### src/rtl/emu_pkg.sv
// Shared types and default constants for the emulator core controller.
package emu_pkg;

  typedef enum logic [1:0] {
    ST_RESET = 2'd0,
    ST_IDLE  = 2'd1,
    ST_RUN   = 2'd2,
    ST_HALT  = 2'd3
  } emu_state_e;

  localparam int unsigned EMU_RST_HOLD    = 16;
  localparam logic [7:0]  EMU_CFG_DEFAULT = 8'b0000_1011;

endpackage

### src/rtl/emu_ce_div.sv
// Clock-enable divider: reload counter, tick on the first cycle after restart.
module emu_ce_div #(
  parameter int unsigned DIV_W = 4
) (
  input  logic             clk_i,
  input  logic             rst_i,
  input  logic             restart_i,
  input  logic             turbo_i,
  input  logic [DIV_W-1:0] div_i,
  output logic             tick_o
);

  logic [DIV_W-1:0] cnt_q;
  logic [DIV_W-1:0] reload;

  // A ratio of 0 behaves as 1, so the reload value floors at zero.
  assign reload = (div_i == '0) ? '0 : div_i - DIV_W'(1);
  assign tick_o = turbo_i || (cnt_q == '0);

  always_ff @(posedge clk_i) begin
    if (rst_i || restart_i) begin
      cnt_q <= '0;
    end else if (tick_o) begin
      cnt_q <= reload;
    end else begin
      cnt_q <= cnt_q - DIV_W'(1);
    end
  end

endmodule

### src/rtl/emu_ctrl.sv
// Emulated-core controller: reset hold, run/pause, divided clock enable, cycle budget.
// Optional cycle-budget watchdog (HALT / o_done) enabled by defining EMU_WATCHDOG_EN.
module emu_ctrl
  import emu_pkg::*;
#(
  parameter int unsigned      CFG_W       = 8,
  parameter logic [CFG_W-1:0] CFG_DEFAULT = CFG_W'(EMU_CFG_DEFAULT),
  parameter int unsigned      RST_HOLD    = EMU_RST_HOLD,
  parameter int unsigned      DIV_W       = 4,
  parameter int unsigned      CNT_W       = 32
) (
  input  logic             i_clk,
  input  logic             i_reset,
  input  logic             i_turbo,
  input  logic [DIV_W-1:0] i_div,
  input  logic [CFG_W-1:0] i_cfg_sw,
  input  logic             i_cfg_wr,
  input  logic             i_run,
  input  logic [CNT_W-1:0] i_cycle_limit,
  output logic             o_core_reset_n,
  output logic             o_core_ce,
  output logic [CFG_W-1:0] o_cfg_sw,
  output logic [CNT_W-1:0] o_cycles,
  output logic [1:0]       o_state,
  output logic             o_done
);

  localparam int unsigned HOLD_W = $clog2(RST_HOLD + 1);

  emu_state_e       state_q;
  logic [HOLD_W-1:0] hold_q;
  logic [CFG_W-1:0] cfg_q;
  logic [CNT_W-1:0] cycles_q;
  logic             done_q;
  logic             core_rst_n_q;

  logic             div_tick;
  logic [CNT_W-1:0] cycles_inc;
  logic             limit_hit;

  emu_ce_div #(.DIV_W(DIV_W)) u_ce_div (
    .clk_i     (i_clk),
    .rst_i     (i_reset),
    .restart_i (state_q != ST_RUN),
    .turbo_i   (i_turbo),
    .div_i     (i_div),
    .tick_o    (div_tick)
  );

  assign o_core_ce  = (state_q == ST_RUN) && div_tick;
  assign cycles_inc = (&cycles_q) ? cycles_q : cycles_q + CNT_W'(1);

`ifdef EMU_WATCHDOG_EN
  assign limit_hit = (i_cycle_limit != '0) && (cycles_inc == i_cycle_limit);
  assign o_done    = done_q;
`else
  logic unused_wdog;
  assign limit_hit   = 1'b0;
  assign o_done      = 1'b0;
  assign unused_wdog = ^{i_cycle_limit, done_q};
`endif

  // Reset beats a config write; a config write beats every FSM transition.
  always_ff @(posedge i_clk) begin
    if (i_reset) begin
      state_q      <= ST_RESET;
      hold_q       <= HOLD_W'(RST_HOLD);
      cfg_q        <= CFG_DEFAULT;
      cycles_q     <= '0;
      done_q       <= 1'b0;
      core_rst_n_q <= 1'b0;
    end else if (i_cfg_wr) begin
      state_q      <= ST_RESET;
      hold_q       <= HOLD_W'(RST_HOLD);
      cfg_q        <= i_cfg_sw;
      cycles_q     <= '0;
      done_q       <= 1'b0;
      core_rst_n_q <= 1'b0;
    end else begin
      case (state_q)
        ST_RESET: begin
          if (hold_q <= HOLD_W'(1)) begin
            state_q      <= ST_IDLE;
            core_rst_n_q <= 1'b1;
          end else begin
            hold_q <= hold_q - HOLD_W'(1);
          end
        end
        ST_IDLE: begin
          if (i_run) begin
            state_q <= ST_RUN;
          end
        end
        ST_RUN: begin
          if (o_core_ce) begin
            cycles_q <= cycles_inc;
          end
          // Budget exhaustion wins over a simultaneous pause.
          if (o_core_ce && limit_hit) begin
            state_q <= ST_HALT;
            done_q  <= 1'b1;
          end else if (!i_run) begin
            state_q <= ST_IDLE;
          end
        end
        ST_HALT: begin
          state_q <= ST_HALT;
        end
        default: begin
          state_q <= ST_RESET;
        end
      endcase
    end
  end

  assign o_core_reset_n = core_rst_n_q;
  assign o_cfg_sw       = cfg_q;
  assign o_cycles       = cycles_q;
  assign o_state        = 2'(state_q);

endmodule

### config.mk
export PLATFORM = sky130hd
export DESIGN_NAME = emu_ctrl
export DESIGN_NICKNAME = d
export VERILOG_FILES = /design/src/rtl/emu_pkg.sv /design/src/rtl/emu_ce_div.sv /design/src/rtl/emu_ctrl.sv
export SDC_FILE = /design/constraint.sdc
export NUM_CORES = 1
export LEC_CHECK = 0
export CELL_PAD_IN_SITES_DETAIL_PLACEMENT = 1
export CELL_PAD_IN_SITES_GLOBAL_PLACEMENT = 2
export CORE_UTILIZATION = 25
export CTS_CLUSTER_DIAMETER = 200
export DETAILED_ROUTE_END_ITERATION = 8
export PLACE_DENSITY = 0.77
export SETUP_SLACK_MARGIN = 0.4
export SYNTH_ARGS = -nofsm -noshare
export SYNTH_HDL_FRONTEND = slang
export SYNTH_SLANG_ARGS = --single-unit
### constraint.sdc
create_clock -name i_clk -period 2.5 [get_ports i_clk]
set_input_delay 0.5 -clock i_clk [delete_from_list [all_inputs] [get_ports i_clk]]
set_output_delay 0.5 -clock i_clk [all_outputs]
set_load 0.01 [all_outputs]
==> impl_metrics.py <==
metrics = {
    "logic_synthesis": {
        "yosysWarnings": 0,
        "synthMuxAreaShare": 0.02734,
        "synth_edf_count": 0,
        "avgSynthCellArea_um2": 8.542,
        "synth.largest_area_cell": "dfxtp_1",
        "seq_area_frac_synth": 0.4062,
        "yosysUniqueCellTypes": 51,
        "ys_ff_latch": 52,
        "ys_async_sr_fraction": 0,
        "syn_nets": 353,
        "ys.flop_type": "dfxtp_1",
        "synth_cells": 300,
        "synthSimpleGateAreaFrac": 0.2598,
        "synth_top_area_frac": 0.4063,
        "synth_top_family_by_area": "simple AND/OR/NAND/NOR gates",
        "ys_top_cells_by_area": "dfxtp_1 (41%), nor2_1 (4.8%), nand2_1 (4.1%), or4_1 (3.2%), xnor2_1 (3.1%)",
        "synth-xor-area-share": 0.04785,
        "synthAdderAreaFrac": 0.01953,
        "synth_compound_area_frac": 0.1934,
        "syn-cell-area_mm2": 0.002562,
    },
    "global_route": {
        "grt_pass1_wl_um": 12290,
        "grt_pass1_vias": 2486,
        "grt-ovfl-total": 0,
        "grt_antenna_before_repair": 0,
        "grt_max_degree": 35,
        "track_usage": 0.1487,
    },
    "detailed_routing": {
        "dr.pass1.iters": 4,
        "viasPerCell": 4.892,
        "final_antenna_net_count": 0,
        "vias": 2500,
        "wire_per_inst_um": 14.76,
        "drcViolationCount": 0,
        "drt-initial-drc-count": 80,
        "routed_wl_um": 7541,
    },
    "worst_setup_path": {
        "cp_cell_sequence": "ha_1 > and3_1 > o2111ai_1 > buf_4 > nor4b_1 > xnor2_1 > nor2_1",
        "end_kind": "flip-flop",
        "crit_fanout": 6,
        "critPathKind": "reg2reg",
        "start_kind": "flip-flop",
        "critPathMaxStageDelay_ps": 450,
        "critPathBufInv": 1,
        "required_ps": 2700,
        "path_delay_family": "simple AND/OR/NAND/NOR gates",
        "cp_slowest_cell": "dfxtp_1",
        "arrival_ps": 2190,
    },
    "floorplan": {
        "die_h_um": 103.2,
        "start_util": 0.2598,
        "chipWidth_um": 103.2,
        "top_level_ports": 94,
        "core_area_mm2": 0.009864,
        "row_count": 36,
        "dieArea_mm2": 0.01066,
    },
    "layout": {
        "drive_gt1_frac": 0.1931,
        "multiInputGateArea_mm2": 0.001501,
        "insertedDiodeCount": 0,
        "area_growth_pct": 42.09,
        "fillerInstances": 1176,
        "ff_latch_area_mm2": 0.001059,
        "stdcell_count": 511,
        "nets": 430,
    },
    "sta": {
        "hold_viol": 0,
        "tightest_slew_ps": 526.2,
        "fmax_mhz": 501.3,
        "setup_viol": 0,
        "finalClockSkew_ps": 9.372,
        "fin_ws_ps": 505.1,
        "fin_setup_tns_ps": 0,
        "timing.final.crit_period_ps": 1995,
        "slew_viol_final": 0,
        "slew-limit-headroom": 0.6463,
        "rsz0062_at_grt": "true",
        "post-route-period-util": 0.7980,
    },
    "power": {
        "p_per_area_mw_per_mm2": 432.0,
        "ir_drop_mv": 0.2229,
        "leakagePower_uw": 0.001206,
    },
    "cts": {
        "cts_sinks": 52,
        "clkLatencyLatePin_ps": 320,
        "clk_pin_slew_ps": 110,
        "cts-root-buf": "clkbuf_8",
        "clk_path_buf_depth": 2,
        "htree_num_levels": 2,
        "numCtsBuffers": 5,
        "cts_tree": "built",
    },
    "placed_design": {
        "numPortBuffers": 60,
        "dp_hpwl_um": 5455,
        "dp_slack_ps": 56.19,
        "place_inst": 499,
        "place.gp.congestion": 0.7574,
    },
    "outcome": {
        "status": "complete, no violations",
    },
    "flow_run": {
        "drv_cap": 0,
    },
    "worst_hold_path": {
        "hp-class": "reg2reg",
    },
}
-- registers in the layout, summed over array words and instances (netlist names) --
register / flops
o_cycles: 32
o_state: 2
u_ce_div.cnt_q: 4
hold_q: 5
o_core_reset_n: 1
o_cfg_sw: 8
-- power by group --
part | leakage [uW] | internal [uW] | switching [uW] | total [uW]
Combinational | 0.000731 | 88.8 | 84.3 | 173
Clock | 0.0000463 | 207 | 327 | 534
Sequential | 0.000429 | 848 | 17.4 | 866
-- cells in the mapped netlist (3+ instances only) --
| library cell | count |
|---|---|
| xor2_1 | 5 |
| and3_1 | 4 |
| clkbuf_1 | 7 |
| nor2b_1 | 4 |
| xnor2_1 | 9 |
| nor3_1 | 9 |
| dfxtp_1 | 52 |
| a211o_1 | 3 |
| or4_1 | 11 |
| inv_1 | 11 |
| nand4_1 | 5 |
| o31ai_1 | 10 |
| nor4_1 | 6 |
| nand2_1 | 28 |
| a21oi_2 | 8 |
| nand3_1 | 10 |
| mux2i_1 | 7 |
| o21ai_1 | 3 |
| o21ai_0 | 8 |
| a211oi_1 | 4 |
| ha_1 | 4 |
| nor2_1 | 33 |
| or3_1 | 10 |
| a21oi_1 | 14 |
-- worst register-to-register path, cell delays in order (launching register included) --
cell	delay (ps)
dfxtp_1	450
ha_1	240
and3_1	240
o2111ai_1	220
buf_4	230
nor4b_1	300
xnor2_1	160
nor2_1	50
-- layer usage --
layer,share of wire,GRT usage,up-vias
li1,-,-,1246
met3,0.026,0.02285,5
met2,0.47,0.2487,45
met5,0,0,-
met1,0.50,0.2014,1204
met4,0.0082,0.03575,0
-- cell families (layout without fill, tap and decap cells) --
logic type / after synthesis / count (layout)
compound gates: 69 / 70
xor+xnor: 14 / 14
simple gates: 129 / 129
other cells: 1 / 1
flops: 52 / 52
fa+ha+maj: 4 / 4
mux: 7 / 7
buf+inv: 24 / 101
-- worst paths after layout --
| check | endpoint | start | slack (ps) | cells past startpoint |
|---|---|---|---|---|
| worst max-delay path | o_cycles[28] | o_cycles[0] | 510 | 7 |
| worst min-delay path | o_cfg_sw[4] | o_cfg_sw[4] | 500 | 2 |
| worst max register to register | o_cycles[28] | o_cycles[0] | 510 | 7 |
| worst min register to register | o_cfg_sw[4] | o_cfg_sw[4] | 500 | 2 |
-- stage by stage --
step	power [uW]	utilization	cell area, um^2	hold WS (ps)
2_1_floorplan	978.8	-	2562	460.8
3_3_place_gp	1054	0.3459	3412	478.8
3_5_place_dp	1059	0.3459	3412	487.2
4_1_cts	1597	0.3615	3566	512.8
5_1_grt	1658	0.3691	3641	534.3
6_report	1573	0.3691	3641	502.0
-- area by class of cell --
| type | instances | area share |
|---|---|---|
| multi-input cells | 225 | 0.4124 |
| inverters | 11 | 0.01134 |
| clock inverters | 3 | 0.007560 |
| flip-flops and latches | 52 | 0.2907 |
| well taps | 133 | 0.04570 |
| repair buffers | 82 | 0.2134 |
| clock buffers | 5 | 0.01890 |
-- cells in the final DEF (no fill, tap or decap), types with 2 or more instances in the layout --
cell type	instances
o31a_1	2
or3_4	2
and3_1	4
ha_1	3
or3_1	8
o21a_1	2
nor2_1	33
nand2_1	27
clkdlybuf4s50_1	59
nor3_1	9
o31ai_1	10
o21ai_0	7
inv_2	3
a31oi_1	2
mux2i_1	7
xnor2_1	9
nor2b_1	3
o211ai_1	2
a21oi_2	9
dfxtp_2	14
clkbuf_8	5
a21oi_1	13
o21ai_1	3
buf_4	20
or4_1	10
a2111o_1	2
nand4_1	5
a211oi_1	4
a211o_1	3
nor4_1	5
xor2_1	5
inv_1	8
dfxtp_1	38
nand3_1	9
-- what timing repair did --
| item | in CTS | in global routing |
|---|---|---|
| gates cloned | 1 | 0 |
| resized for setup | 18 | 23 |
| buffers inserted | 0 | 3 |
| endpoints found under the setup margin | 29 | 26 |
| hold buffers | 0 | 0 |
| pin swaps | 4 | 9 |
Power figures use the tool's default switching activity.
